===== src/rtl/shell_pkg.sv =====
// Shared types and geometry helpers for the multi-slot shell overlay.
// Latency: n/a (package only).
// Backpressure: n/a (package only).
package shell_pkg;

    typedef enum logic [2:0] {
        DIR_NONE  = 3'd0,
        DIR_UP    = 3'd1,
        DIR_DOWN  = 3'd2,
        DIR_RIGHT = 3'd3,
        DIR_LEFT  = 3'd4
    } dir_e;

    typedef enum logic [1:0] {
        IDLE  = 2'd0,
        FLY   = 2'd1,
        BLAST = 2'd2
    } slot_st_e;

    // VGA timing, colour and mouse bundle carried through the pipeline.
    typedef struct packed {
        logic        hblnk;
        logic        vblnk;
        logic        hsync;
        logic        vsync;
        logic [10:0] hcount;
        logic [9:0]  vcount;
        logic [11:0] rgb;
        logic [11:0] xpos_m;
        logic [11:0] ypos_m;
    } vga_t;

    // True when p lies within c +/- h. The lower bound is clipped at 0 so a
    // box near the screen edge never wraps onto the far side.
    function automatic logic in_span(input logic signed [12:0] p,
                                     input logic signed [12:0] c,
                                     input logic signed [12:0] h);
        logic signed [12:0] lo;
        logic signed [12:0] hi;
        lo = c - h;
        if (lo < 13'sd0) begin
            lo = 13'sd0;
        end
        hi = c + h;
        return (p >= lo) && (p <= hi);
    endfunction

    function automatic logic in_box(input logic signed [12:0] px,
                                    input logic signed [12:0] py,
                                    input logic signed [12:0] cx,
                                    input logic signed [12:0] cy,
                                    input logic signed [12:0] hx,
                                    input logic signed [12:0] hy);
        return in_span(px, cx, hx) && in_span(py, cy, hy);
    endfunction

endpackage


===== src/rtl/shell_slot.sv =====
// One shell slot: flight/blast FSM, blast frame counter and registered pixel test.
// Latency: pix_on/pix_color are 1 cycle behind hcount/vcount.
// Backpressure: none; free-running pixel stream.
module shell_slot
    import shell_pkg::*;
#(
    parameter int          HALF_LEN      = 5,
    parameter int          HALF_WID      = 2,
    parameter int          MUZZLE_OFF    = 24,
    parameter int          BLAST_HALF    = 6,
    parameter int          BLAST_FRAMES  = 8,
    parameter logic [11:0] SHELL_COLOR   = 12'h000,
    parameter logic [11:0] BLAST_COLOR_A = 12'hF80,
    parameter logic [11:0] BLAST_COLOR_B = 12'hFF0
) (
    input  logic        clk,
    input  logic        rst,
    input  logic [9:0]  xpos,
    input  logic [9:0]  ypos,
    input  logic [2:0]  dir_in,
    input  logic        tank_hit,
    input  logic        obstacle_hit,
    input  logic        vs_edge,
    input  logic [10:0] hcount,
    input  logic [9:0]  vcount,
    output logic        pix_on,
    output logic [11:0] pix_color,
    output logic        fly,
    output logic        blast
);

    localparam logic signed [12:0] MUZ  = 13'(MUZZLE_OFF);
    localparam logic signed [12:0] HL   = 13'(HALF_LEN);
    localparam logic signed [12:0] HW   = 13'(HALF_WID);
    localparam logic signed [12:0] BH   = 13'(BLAST_HALF);
    localparam logic [7:0]         CNT0 = 8'(BLAST_FRAMES - 1);

    slot_st_e           state_q, state_d;
    logic [2:0]         dir_q, dir_d;
    logic signed [12:0] bx_q, bx_d;
    logic signed [12:0] by_q, by_d;
    logic [7:0]         cnt_q, cnt_d;
    logic               pix_on_q, pix_on_d;
    logic [11:0]        pix_color_q, pix_color_d;

    logic signed [12:0] cx, cy, px, py;
    logic               vertical;

    // Live shell box centre from the current bullet position and latched direction.
    always_comb begin
        cx = $signed({3'b000, xpos});
        cy = $signed({3'b000, ypos});
        if (dir_q == DIR_DOWN) begin
            cy = cy + MUZ;
        end
        if (dir_q == DIR_RIGHT) begin
            cx = cx + MUZ;
        end
        px       = $signed({2'b00, hcount});
        py       = $signed({3'b000, vcount});
        vertical = (dir_q == DIR_UP) || (dir_q == DIR_DOWN);
    end

    // Slot FSM next-state: launch, hit/abort in flight, blast countdown on vsync edges.
    always_comb begin
        state_d = state_q;
        dir_d   = dir_q;
        bx_d    = bx_q;
        by_d    = by_q;
        cnt_d   = cnt_q;
        case (state_q)
            IDLE: begin
                if ((dir_in >= DIR_UP) && (dir_in <= DIR_LEFT)) begin
                    state_d = FLY;
                    dir_d   = dir_in;
                end
            end
            FLY: begin
                // A hit outranks a simultaneous abort.
                if (tank_hit || obstacle_hit) begin
                    state_d = BLAST;
                    bx_d    = cx;
                    by_d    = cy;
                    cnt_d   = CNT0;
                end else if (dir_in == DIR_NONE) begin
                    state_d = IDLE;
                end
            end
            BLAST: begin
                if (vs_edge) begin
                    if (cnt_q == 8'd0) begin
                        state_d = IDLE;
                    end else begin
                        cnt_d = cnt_q - 8'd1;
                    end
                end
            end
            default: state_d = IDLE;
        endcase
    end

    // Stage-1 pixel test against the shell or blast box of the current state.
    always_comb begin
        pix_on_d    = 1'b0;
        pix_color_d = SHELL_COLOR;
        case (state_q)
            FLY: begin
                if (vertical) begin
                    pix_on_d = in_box(px, py, cx, cy, HW, HL);
                end else begin
                    pix_on_d = in_box(px, py, cx, cy, HL, HW);
                end
            end
            BLAST: begin
                pix_on_d    = in_box(px, py, bx_q, by_q, BH, BH);
                pix_color_d = cnt_q[0] ? BLAST_COLOR_B : BLAST_COLOR_A;
            end
            default: pix_on_d = 1'b0;
        endcase
    end

    // Slot state and stage-1 pixel registers.
    always_ff @(posedge clk or negedge rst) begin
        if (!rst) begin
            state_q     <= IDLE;
            dir_q       <= 3'd0;
            bx_q        <= 13'sd0;
            by_q        <= 13'sd0;
            cnt_q       <= 8'd0;
            pix_on_q    <= 1'b0;
            pix_color_q <= 12'h000;
        end else begin
            state_q     <= state_d;
            dir_q       <= dir_d;
            bx_q        <= bx_d;
            by_q        <= by_d;
            cnt_q       <= cnt_d;
            pix_on_q    <= pix_on_d;
            pix_color_q <= pix_color_d;
        end
    end

    assign pix_on    = pix_on_q;
    assign pix_color = pix_color_q;
    assign fly       = (state_q == FLY);
    assign blast     = (state_q == BLAST);

endmodule


===== src/rtl/shell_renderer_multi.sv =====
// Overlays up to NUM_SHELLS shells/blasts on the VGA stream; lowest slot index wins.
// Latency: every *_out is exactly 2 pixel clocks behind its input.
// Backpressure: none; free-running pixel stream.
module shell_renderer_multi
    import shell_pkg::*;
#(
    parameter int          NUM_SHELLS    = 4,
    parameter int          HALF_LEN      = 5,
    parameter int          HALF_WID      = 2,
    parameter int          MUZZLE_OFF    = 24,
    parameter int          BLAST_HALF    = 6,
    parameter int          BLAST_FRAMES  = 8,
    parameter logic [11:0] SHELL_COLOR   = 12'h000,
    parameter logic [11:0] BLAST_COLOR_A = 12'hF80,
    parameter logic [11:0] BLAST_COLOR_B = 12'hFF0
) (
    input  logic                    clk,
    input  logic                    rst,
    input  logic [10*NUM_SHELLS-1:0] xpos_bullet,
    input  logic [10*NUM_SHELLS-1:0] ypos_bullet,
    input  logic [3*NUM_SHELLS-1:0]  direction,
    input  logic [NUM_SHELLS-1:0]    tank_hit,
    input  logic [NUM_SHELLS-1:0]    obstacle_hit,
    input  logic                    hblnk,
    input  logic                    vblnk,
    input  logic                    hsync,
    input  logic                    vsync,
    input  logic [10:0]             hcount,
    input  logic [9:0]              vcount,
    input  logic [11:0]             rgb,
    input  logic [11:0]             xpos_m,
    input  logic [11:0]             ypos_m,
    output logic                    hblnk_out,
    output logic                    vblnk_out,
    output logic                    hsync_out,
    output logic                    vsync_out,
    output logic [10:0]             hcount_out,
    output logic [9:0]              vcount_out,
    output logic [11:0]             rgb_out,
    output logic [11:0]             xpos_m_out,
    output logic [11:0]             ypos_m_out,
    output logic [NUM_SHELLS-1:0]   shell_active,
    output logic [NUM_SHELLS-1:0]   blast_active
);

    vga_t        s1_q, s1_d, s2_q, s2_d;
    logic        vsync_q, vsync_d;
    logic        vs_edge;
    logic [NUM_SHELLS-1:0] pix_on;
    logic [11:0] pix_color [NUM_SHELLS];
    logic [11:0] rgb_mux;

    assign vs_edge = vsync & ~vsync_q;

    for (genvar g = 0; g < NUM_SHELLS; g++) begin : g_slot
        shell_slot #(
            .HALF_LEN      (HALF_LEN),
            .HALF_WID      (HALF_WID),
            .MUZZLE_OFF    (MUZZLE_OFF),
            .BLAST_HALF    (BLAST_HALF),
            .BLAST_FRAMES  (BLAST_FRAMES),
            .SHELL_COLOR   (SHELL_COLOR),
            .BLAST_COLOR_A (BLAST_COLOR_A),
            .BLAST_COLOR_B (BLAST_COLOR_B)
        ) u_slot (
            .clk          (clk),
            .rst          (rst),
            .xpos         (xpos_bullet[10*g +: 10]),
            .ypos         (ypos_bullet[10*g +: 10]),
            .dir_in       (direction[3*g +: 3]),
            .tank_hit     (tank_hit[g]),
            .obstacle_hit (obstacle_hit[g]),
            .vs_edge      (vs_edge),
            .hcount       (hcount),
            .vcount       (vcount),
            .pix_on       (pix_on[g]),
            .pix_color    (pix_color[g]),
            .fly          (shell_active[g]),
            .blast        (blast_active[g])
        );
    end

    // Stage-1 capture of timing/colour/mouse, and vsync history for edge detect.
    always_comb begin
        s1_d.hblnk  = hblnk;
        s1_d.vblnk  = vblnk;
        s1_d.hsync  = hsync;
        s1_d.vsync  = vsync;
        s1_d.hcount = hcount;
        s1_d.vcount = vcount;
        s1_d.rgb    = rgb;
        s1_d.xpos_m = xpos_m;
        s1_d.ypos_m = ypos_m;
        vsync_d     = vsync;
    end

    // Stage-2 priority mux: scanning high to low leaves the lowest active slot on top.
    always_comb begin
        rgb_mux = s1_q.rgb;
        for (int i = NUM_SHELLS - 1; i >= 0; i--) begin
            if (pix_on[i]) begin
                rgb_mux = pix_color[i];
            end
        end
        s2_d     = s1_q;
        s2_d.rgb = rgb_mux;
    end

    // Two-stage pipeline registers and vsync delay.
    always_ff @(posedge clk or negedge rst) begin
        if (!rst) begin
            s1_q    <= '0;
            s2_q    <= '0;
            vsync_q <= 1'b0;
        end else begin
            s1_q    <= s1_d;
            s2_q    <= s2_d;
            vsync_q <= vsync_d;
        end
    end

    assign hblnk_out  = s2_q.hblnk;
    assign vblnk_out  = s2_q.vblnk;
    assign hsync_out  = s2_q.hsync;
    assign vsync_out  = s2_q.vsync;
    assign hcount_out = s2_q.hcount;
    assign vcount_out = s2_q.vcount;
    assign rgb_out    = s2_q.rgb;
    assign xpos_m_out = s2_q.xpos_m;
    assign ypos_m_out = s2_q.ypos_m;

endmodule

===== config.mk =====
export PLATFORM = sky130hd
export DESIGN_NAME = shell_renderer_multi
export DESIGN_NICKNAME = d
export VERILOG_FILES = /design/src/rtl/shell_pkg.sv /design/src/rtl/shell_slot.sv /design/src/rtl/shell_renderer_multi.sv
export SDC_FILE = /design/constraint.sdc
export NUM_CORES = 1
export LEC_CHECK = 0
export BUFFER_PORTS_ARGS = -buffer_cell sky130_fd_sc_hd__buf_2
export CORE_MARGIN = 2
export CORE_UTILIZATION = 40
export DETAILED_ROUTE_END_ITERATION = 10
export GPL_TIMING_DRIVEN = 1
export SLEW_MARGIN = 5
export SYNTH_ARGS = -nofsm -noshare
export SYNTH_HDL_FRONTEND = slang
export SYNTH_SLANG_ARGS = --single-unit

===== constraint.sdc =====
create_clock -name clk -period 7.25 [get_ports clk]
set_input_delay 1.45 -clock clk [delete_from_list [all_inputs] [get_ports clk]]
set_output_delay 1.45 -clock clk [all_outputs]
set_load 0.005 [all_outputs]

# Yosys cells after proc, flatten, opt, wreduce, memory -nomap -nowiden

Index checks and enable logic that the tools add are counted.

Output and inout port bits: 69
Input bits: 163
Logic and storage cells: 444
Bits in registers: 330

Reduce and logical (&&, ||, !) cells: 80
$add $sub $neg: 60
Bitwise logic cells: 2
$lt $le $gt $ge: 80
Multiplexer cells: 132
Equal/unequal tests: 44

Operators by type and width:

| kind                                                                  | count |
|---|---|
| 13-bit two-way mux                                                    | 72 |
| 13-bit by 1-bit < comparator with 1-bit output, second input constant | 24 |
| 13-bit by 4-bit adder with 13-bit output, second input constant       | 16 |
| 13-bit by 4-bit subtractor with 13-bit output, second input constant  | 16 |
| 11-bit by 13-bit >= comparator with 1-bit output                      | 12 |
| 12-bit by 13-bit >= comparator with 1-bit output                      | 12 |
| 11-bit by 13-bit <= comparator with 1-bit output                      | 12 |
| 12-bit by 13-bit <= comparator with 1-bit output                      | 12 |
| 13-bit by 3-bit adder with 13-bit output, second input constant       | 8 |
| 13-bit by 3-bit subtractor with 13-bit output, second input constant  | 8 |
| 12-bit two-way mux                                                    | 8 |
| 8-bit two-way mux                                                     | 12 |
| 10-bit by 5-bit adder with 11-bit output, second input constant       | 8 |
| 8-bit one-hot mux with 2 select lines                                 | 4 |
| 1-bit logical AND                                                     | 40 |
| 2-bit two-way mux                                                     | 20 |
| 8-bit logical NOT                                                     | 4 |
| 4-bit AND reduction                                                   | 8 |
| 8-bit by 1-bit subtractor with 8-bit output, second input constant    | 4 |
| 2-bit != test, second input constant                                  | 15 |
| 7-bit two-way mux                                                     | 4 |
| 3-bit by 2-bit equality test with 1-bit output, second input constant | 8 |
| 2-bit one-hot mux with 3 select lines                                 | 4 |
| 2-bit AND reduction                                                   | 8 |
| other kinds (15)                                                      | 59 |

# Depth between registers and ports, before layout

Gate-level depths: netlist (run 1).

Depth after elaboration: 12
Mapped depth: 19
Gate-level depth less buffers: 19

# Cells and area by module

A second synthesis (run 1) with hierarchy kept.

Cells, all modules: 3775
Area total of the unflattened synthesis: 31863.1 um^2

By module, submodules not included:

| module                             | area each (um^2) | cells each | instances | sequential area each (um^2) |
|---|---|---|---|---|
| shell_slot at g_slot[0].u_slot ... | 7109.3           | 883        | 2         | 950.9 |
| shell_slot at g_slot[1].u_slot     | 7036.7           | 911        | 1         | 950.9 |
| shell_slot at g_slot[3].u_slot     | 6991.7           | 905        | 1         | 950.9 |
| shell_renderer_multi               | 3616.0           | 193        | 1         | 3052.9 |

# Least setup slack after synthesis (run 1)

No wires, ideal clock.

Path type: input to register
Start point: in xpos_bullet[3]
End point: reg g_slot[0].u_slot.pix_on_q
Setup slack: 2.136 ns
Required time: 7.181 ns
Stages on the path: 18
Arrival: 5.045 ns
Path buffers: 0
Setup time: 0.069 ns
Cell sequence: inv_1 -> ha_1 -> and4bb_2 -> xor2_1 -> nand2_1 -> nor2_1 -> nand3_1 -> nor3_1 -> xnor2_1 -> ha_1 -> and3_1 -> nand3_1 -> or4_1 -> a2111oi_0 -> o21ai_0 -> a311oi_1 -> o2111ai_1 -> nand3_1

Word-level cells in the longest chain between the ends: 12
Elaborated cells between the ends (all ways): 24
Those cells by class: add/sub: 5; order compare: 6; mux: 9; reduce/logical: 4

RTL lines:

| element                                                                                                               | RTL line                   | RTL |
|---|---|---|
| start, declared                                                                                                       | shell_renderer_multi.sv:19 | `input logic [10*NUM_SHELLS-1:0] xpos_bullet,` |
| 10-bit by 5-bit adder with 11-bit output                                                                              | shell_slot.sv:57           | `cx = cx + MUZ;` |
| 13-bit two-way mux *                                                                                                  | shell_slot.sv:56           | `if (dir_q == DIR_RIGHT) begin` |
| 13-bit by 4-bit subtractor with 13-bit output / 13-bit by 3-bit subtractor with 13-bit output (equally long branches) | shell_pkg.sv:40            | `lo = c - h;` |
| 13-bit by 1-bit < comparator with 1-bit output                                                                        | shell_pkg.sv:41            | `if (lo < 13'sd0) begin` |
| 13-bit two-way mux                                                                                                    | shell_pkg.sv:41            |  |
| 13-bit two-way mux                                                                                                    | shell_slot.sv:108          | `if (vertical) begin` |
| 13-bit two-way mux                                                                                                    | shell_slot.sv:106          | `case (state_q)` |
| 12-bit by 13-bit >= comparator with 1-bit output                                                                      | shell_pkg.sv:45            | `return (p >= lo) && (p <= hi);` |
| 1-bit logical AND                                                                                                     | shell_pkg.sv:45            |  |
| 1-bit logical AND                                                                                                     | shell_pkg.sv:54            | `return in_span(px, cx, hx) && in_span(py, cy, hy);` |
| 1-bit two-way mux *                                                                                                   | shell_slot.sv:108          |  |
| 1-bit one-hot mux with 2 select lines *                                                                               | shell_slot.sv:106          |  |
| named net g_slot[0].u_slot.pix_on_d                                                                                   | shell_slot.sv:43           | `logic pix_on_q, pix_on_d;` |
| end signal, assigned                                                                                                  | shell_slot.sv:138          | `pix_on_q <= pix_on_d;` |
| end, declared                                                                                                         | shell_slot.sv:43           |  |

The timed path passes the listed nets; every way through them passes the cells marked *. The select of a mux whose other input is x is not followed.
A chain may end at the register's enable or synchronous reset.

# Worst setup path in the final report (run 1)

Start point: in xpos_bullet[23]
End point: reg g_slot[2].u_slot.pix_on_q

Word-level cells in the longest chain between the ends: 12
Elaborated cells between the ends (all ways): 24
Those cells by class: add/sub: 5; order compare: 6; mux: 9; reduce/logical: 4

RTL lines:

| element                                                                                                               | RTL line |
|---|---|
| 10-bit by 5-bit adder with 11-bit output                                                                              | shell_slot.sv:57 |
| 13-bit two-way mux *                                                                                                  | shell_slot.sv:56 |
| 13-bit by 4-bit subtractor with 13-bit output / 13-bit by 3-bit subtractor with 13-bit output (equally long branches) | shell_pkg.sv:40 |
| 13-bit by 1-bit < comparator with 1-bit output                                                                        | shell_pkg.sv:41 |
| 13-bit two-way mux                                                                                                    | shell_pkg.sv:41 |
| 13-bit two-way mux                                                                                                    | shell_slot.sv:108 |
| 13-bit two-way mux                                                                                                    | shell_slot.sv:106 |
| 12-bit by 13-bit >= comparator with 1-bit output                                                                      | shell_pkg.sv:45 |
| 1-bit logical AND                                                                                                     | shell_pkg.sv:45 |
| 1-bit logical AND                                                                                                     | shell_pkg.sv:54 |
| 1-bit two-way mux *                                                                                                   | shell_slot.sv:108 |
| 1-bit one-hot mux with 2 select lines *                                                                               | shell_slot.sv:106 |
| named net g_slot[2].u_slot.pix_on_d                                                                                   | shell_slot.sv:43 |
| end signal, assigned                                                                                                  | shell_slot.sv:138 |
| end, declared                                                                                                         | shell_slot.sv:43 |

Marks and branches as above.

==> results of run 1 <==
-- power by group through the flow --
stage | combinational, mW | clock, mW | sequential (mW)
after CTS | 5.78 | 1.82 | 2.47
final | 5.75 | 1.76 | 2.47
after floorplan | 4.65 | 0 | 2.10
after detailed placement | 5.74 | 0 | 2.49
after global routing | 6.64 | 1.88 | 2.55
after global placement | 5.65 | 0 | 2.49
-- metrics by stage --
stage	utilization (%)	hold WS, ps	area, sq um	cells	power [mW]
after floorplan	-	331	30400	3658	6.75
after global placement	43.2	331	32700	4790	8.14
after detailed placement	43.2	335	32700	4790	8.23
after CTS	44.7	345	33800	4850	10.1
after global routing	44.7	350	33800	4850	11.1
final	44.7	345	33800	4850	9.99
-- cell usage in the layout, fill, tap and decap left out, drive strengths merged, types with 122 or more instances in the layout --
cell	n
o21ai	273
nand3	122
ha	596
buf	273
xnor2	241
nor2	250
dfrtp	274
nand2	473
a21oi	208
xor2	154
inv	124
-- flip-flops by register name, summed over array words and instances, names as in the netlist, 4 cells and up --
| register | cells |
|---|---|
| xpos_m_out | 12 |
| s1_q | 60 |
| g_slot.u_slot.bx_q | 44 |
| g_slot.u_slot.pix_color | 8 |
| hcount_out | 11 |
| g_slot.u_slot.cnt_q | 32 |
| vcount_out | 10 |
| ypos_m_out | 12 |
| g_slot.u_slot.state_q | 8 |
| g_slot.u_slot.pix_on | 4 |
| g_slot.u_slot.by_q | 44 |
| rgb_out | 12 |
| g_slot.u_slot.dir_q | 12 |
-- cell families (layout without fill, tap and decap cells) --
logic type,count (synthesis),count (layout),share of synthesized area (%)
flip-flops,274,274,22.5
XOR/XNOR,395,395,11.4
multiplexers,42,42,1.48
buffers and inverters,239,453,3.12
AO/OA/AOI/OAI,784,784,15.7
AND/OR/NAND/NOR,1328,1328,21.3
adder cells (fa/ha/maj),596,596,24.5
-- layout make-up --
cell class	count	area [sq um]	area share (%)
inverters	120	450	1.33
well taps	978	1220	3.62
clock buffers	42	943	2.79
multi-input cells	3145	22600	67.0
repair buffers	273	1490	4.42
flip-flops and latches	274	6860	20.3
clock inverters	18	186	0.552
-- worst min-delay path by stage --
stage | startpoint | depth (start not counted) | to
after floorplan | s1_q[60] | 0 | hblnk_out
after global placement | s1_q[11] | 0 | ypos_m_out[11]
after detailed placement | s1_q[47] | 0 | hcount_out[1]
after CTS | s1_q[1] | 0 | ypos_m_out[1]
after global routing | s1_q[2] | 0 | ypos_m_out[2]
final | s1_q[1] | 0 | ypos_m_out[1]
-- metal layers --
metal  vias up  global-route usage [%]  part of all wire, %
met2       582                    38.8                   47
met5         -                       0                0.027
li1      13500                       -                    -
met3       133                    2.82                  4.7
met1     12500                    30.1                   46
met4         4                    5.73                  2.4
==> impl_results.md, run 1 <==
- CTS tree: yes
- Sequential area share after synthesis: 22.5%
- Ant diodes: 0
- Status: finished, final reports clean
- FF-to-FF Start: g_slot[0].u_slot.dir_q[2]
- Die area: 78300 sq um
- Antenna Violating Nets Remaining: 0
- Final min period: 5200 ps
- Syn Nets: 4417
- Synth warn: 0
- Final hold violations: 0
- Reg2reg end: g_slot[0].u_slot.pix_on
- Clock skew: 23.3 ps
- Fill cell count: 7527
- Root Driver: clkbuf_16
- Placer Congestion: 0.915
- Switch Pwr: 4.60 mW
- Grt ovf: 0
- Initial antenna violation count: 3
- Synth area leaders: ha_1 25%, dfrtp_1 23%, xnor2_1 6.9%
- Tightest Hold Check Type: reg -> reg
- CP top delay family: simple AND/OR/NAND/NOR gates
- Relative slew slack: 22.3%
- Switching share of power: 46.1%
- Slowest CP cell: xor2_1
- Most frequent cell after synthesis: ha_1
- Critical path origin: xpos_bullet[23]
- Critical path endpoint category: flip-flop
- Stages on the worst setup path: 18
- WP data arrival: 5640 ps
- Final setup margin: 2050 ps
- Initial Util: 40.2%
- WP data required: 7690 ps
- Synth top cells by count: 596 x ha_1, 473 x nand2_1, 274 x dfrtp_1, 268 x o21ai_0, 250 x nor2_1
- LEAKAGE: 15.5 nW
- I/O Buffers: 231
- Die Y-Extent: 280 um
- Avg Inst Size Synth: 8.32 sq um
- Die Wd: 280 um
- DR iter-0 viols: 1678
- H-tree levels: 2
- Max FO, Critical Path: 8
- Total Wirelength: 89800 um
- Post-CTS Resized: 0
- Max Cap Viol: 0
- Clock buffer depth: 3
- Top-area cell type share of the netlist area: 24.5%
- Total GRT Usage: 22.6%
- Fin crit share: 71.7%
- Residual DRC count: 0
- Clock power share: 17.6%
- Layout area overhead: 11.1%
- Critical path, cell by cell: buf_2, inv_1, ha_1, and4bb_1, nand3_1, xor2_1, nand2_1, nor3_1, nand3_1, nand2_1, ha_1, a211oi_1, o21bai_1, a2111oi_0, a21oi_1, nand4_1, a211oi_2, o221a_1
- Slowest stage delay, CP: 650 ps
- Num rows: 101
- Core ar.: 75700 sq um
- Critical path endpoint: g_slot[2].u_slot.pix_on
- Crit Path Class: in -> reg
- FF+latch count, synth: 274
- Layout Nets: 4609
- CTS sink count: 274
- Pint: 5.38 mW
- Cells after Synth: 3658
- RSZ-0062 raised after global routing: no
- Post-CTS setup buffer count: 0
- Number of synthesized flops with an enable pin: 0
- Async S/R FF share, synth: 100%
- Skew-Pair Late Insertion Delay: 560 ps
- Peak supply drop: 0.000185 V
- FMAX: 0.192 GHz
- Post-synth top area cell: ha_1
- CTS clk-pin slew, worst paths: 60 ps
- Max-slew violations: 0
- Internal reg-to-reg setup slack: 2370 ps
- Worst reg-to-reg path cell count: 16
- Mapped Area: 30400 sq um
- # hold bufs at CTS: 0
- Wire per inst: 18.5 um
- Gate power share: 57.6%
- Vias per inst: 5.52
- Synth cell types: 88
- Place WS: 1520 ps
- Buf/Inv on CP: 2
- Ys flop type: dfrtp_1
- Final setup vio count: 0
- Crit path launch type: input port
- Num ports: 232
- CTS buffer count: 36
- Setup TNS: 0 ps
- Vias post-DR: 26800
- Largest net degree at the start of global routing: 139
- Slew @ Worst Pin: 1160 ps
- Share of cells above drive strength 1: 10.1%
- First-pass GRT wire length: 142000 um
- Pwr/cell area: 295 nW/um^2
- Vias in the first global route: 25800
- Reg power frac: 24.8%
- DR pass1 iterations: 5
- Post-DP HPWL: 66900 um
Note: power is estimated with default switching activity, not from simulation.
==> inputs of run 2 (changes only) <==
Settings changed: ABC_AREA set to 1.
Clock period 7.25 ns to 4.9 ns, I/O delays scaled along.
==> run 2 against run 1 <==
Effect of this change:
- synthesized area increased by 5.2%
- sequential power increased by 44%
- critical path depth increased by 12
- highest routed layer unchanged
==> impl_results.md, run 2 <==
- Most frequent cell after synthesis: nand2_1
- Skew-Pair Late Insertion Delay: 580 ps
- DR pass1 iterations: 5
- CTS sink count: 274
- Tightest Hold Check Type: reg -> reg
- Grt ovf: 0
- Synth top cells by count: 1124 x nand2_1, 596 x ha_1, 576 x inv_1, 432 x nor2_1, 348 x nand3_1
- Slew @ Worst Pin: 1090 ps
- Post-DP HPWL: 76200 um
- Antenna Violating Nets Remaining: 0
- Vias in the first global route: 29700
- Hold WS: 340 ps
- Die area: 82300 sq um
- Residual DRC count: 0
- Initial antenna violation count: 6
- RSZ-0062 raised after global routing: no
- Crit Path Class: in -> reg
- Slowest stage delay, CP: 320 ps
- Avg Inst Size Synth: 6.90 sq um
- Max Cap Viol: 0
- Final setup margin: 1170 ps
- CTS tree: yes
- Clock skew: 12.9 ps
- Die Wd: 287 um
- Crit path launch type: input port
- Critical path endpoint category: flip-flop
- Total Wirelength: 99000 um
- Relative slew slack: 27.3%
- Clock buffer depth: 3
- Most common cell after layout, fill and taps aside: nand2_1
- Synth cell types: 55
- Fin crit share: 76.1%
- FMAX: 0.268 GHz
- Largest net degree at the start of global routing: 97
- Die Y-Extent: 287 um
- FF+latch count, synth: 274
- Biggest regs: s1_q x60, g_slot.u_slot.bx_q x44, g_slot.u_slot.by_q x44
- Final hold violations: 0
- Power Total: 15.8 mW
- I/O Buffers: 231
- Async S/R FF share, synth: 100%
- Vias post-DR: 31200
- Dpl cell area: 34700 sq um
- Peak supply drop: 0.000275 V
- Number of synthesized flops with an enable pin: 0
- CTS buffer count: 38
- Largest Register: s1_q
- CP dominant cell by count: nand2_1
- Status: finished, final reports clean
- Most frequent cells in the layout: 1124 x nand2_1, 596 x ha_1, 576 x inv_1, 430 x nor2_1, 348 x nand3_1
- First-pass GRT wire length: 158000 um
- Placer Congestion: 0.903
- Layout area overhead: 12.5%
- Layout Nets: 5682
- WP data required: 5360 ps
- CTS clk-pin slew, worst paths: 60 ps
- Slowest CP cell: ha_1
- Largest register FFs: 60
- Initial Util: 40.5%
- Ys flop type: dfrtp_1
- Total GRT Usage: 23.8%
- Post-layout util: 45.5%
- Post-CTS setup buffer count: 0
- Pwr/cell area: 439 nW/um^2
- Top-area cell type share of the netlist area: 23.3%
- Final instance area: 36000 sq um
- WP data arrival: 4190 ps
- Wire per inst: 16.5 um
- Root Driver: clkbuf_16
- Post-CTS Resized: 0
- Syn Nets: 5401
- Placed cells: 5933
- Core ar.: 79100 sq um
- LEAKAGE: 19.0 nW
- Vias per inst: 5.20
- Num ports: 232
- Synth area leaders: ha_1 23%, dfrtp_1 21%, nand2_1 13%
- Final min period: 3730 ps
- # hold bufs at CTS: 0
- Final setup vio count: 0
- Cells after Synth: 4642
- Num rows: 103
- Max FO, Critical Path: 9
- Setup TNS: 0 ps
- Sequential area share after synthesis: 21.4%
- Mapped Area: 32000 sq um
- Post-synth top area cell: ha_1
- Synth warn: 0
- Place WS: 626 ps
- Max-slew violations: 0
- DR iter-0 viols: 2025
- H-tree levels: 2
- Share of cells above drive strength 1: 9.43%
- Layout Cells excl Fill: 6003
## run 2: critical path, delay by kind of cell
family                   cells  cell delay [ps]
adder cells (fa/ha/maj)      2              530
AND/OR/NAND/NOR             18             1770
buffers and inverters        5              370
AO/OA/AOI/OAI                5              530
## run 2: path summary, 6_finish.rpt
kind                                          endpoint  slack [ps]  cells after the start                 startpoint
max                            g_slot[2].u_slot.pix_on        1170                     30            ypos_bullet[23]
min                                      hcount_out[8]         340                      0                   s1_q[54]
max reg2reg                    g_slot[0].u_slot.pix_on        1220                     26  g_slot[0].u_slot.dir_q[2]
min reg2reg                              hcount_out[8]         340                      0                   s1_q[54]
max in group asynchronous  g_slot[1].u_slot.state_q[0]        3530                      2                        rst
min in group asynchronous               xpos_m_out[10]         440                      1                        rst
## run 2: area by class of cell
| class | instances | area [sq um] |
|---|---|---|
| diodes | 1 | 2.50 |
| clock buffers | 55 | 1110 |
| clock inverters | 14 | 175 |
| fillers | 8289 | 43100 |
| inverters | 591 | 2220 |
| multi-input cells | 3736 | 22800 |
| flip-flops and latches | 274 | 6860 |
| well taps | 1050 | 1310 |
| repair buffers | 282 | 1600 |
## run 2: kinds of logic after synthesis
group | synth area share (%)
muxes | 0.0703
adders and majority gates | 23.3
DFF | 21.4
buffers and inverters | 7.57
xor gates and xnor gates | 5.34
and+or+nand+nor | 30.4
AOI/OAI and AO/OA | 11.9
## run 2: power by group
part	internal (mW)	total, mW	switching, mW	leakage [nW]
Combinational	3.47	9.41	5.94	15.0
Sequential	2.90	3.56	0.656	3.34
Clock	1.70	2.85	1.14	0.635
## run 2: per-layer routing
layer	vias to the layer above	track usage [%]	wire (um)
li1	16000	-	-
met1	14300	32.2	46100
met2	734	40.1	45400
met3	138	3.02	5160
met4	8	5.98	2220
met5	-	0	55
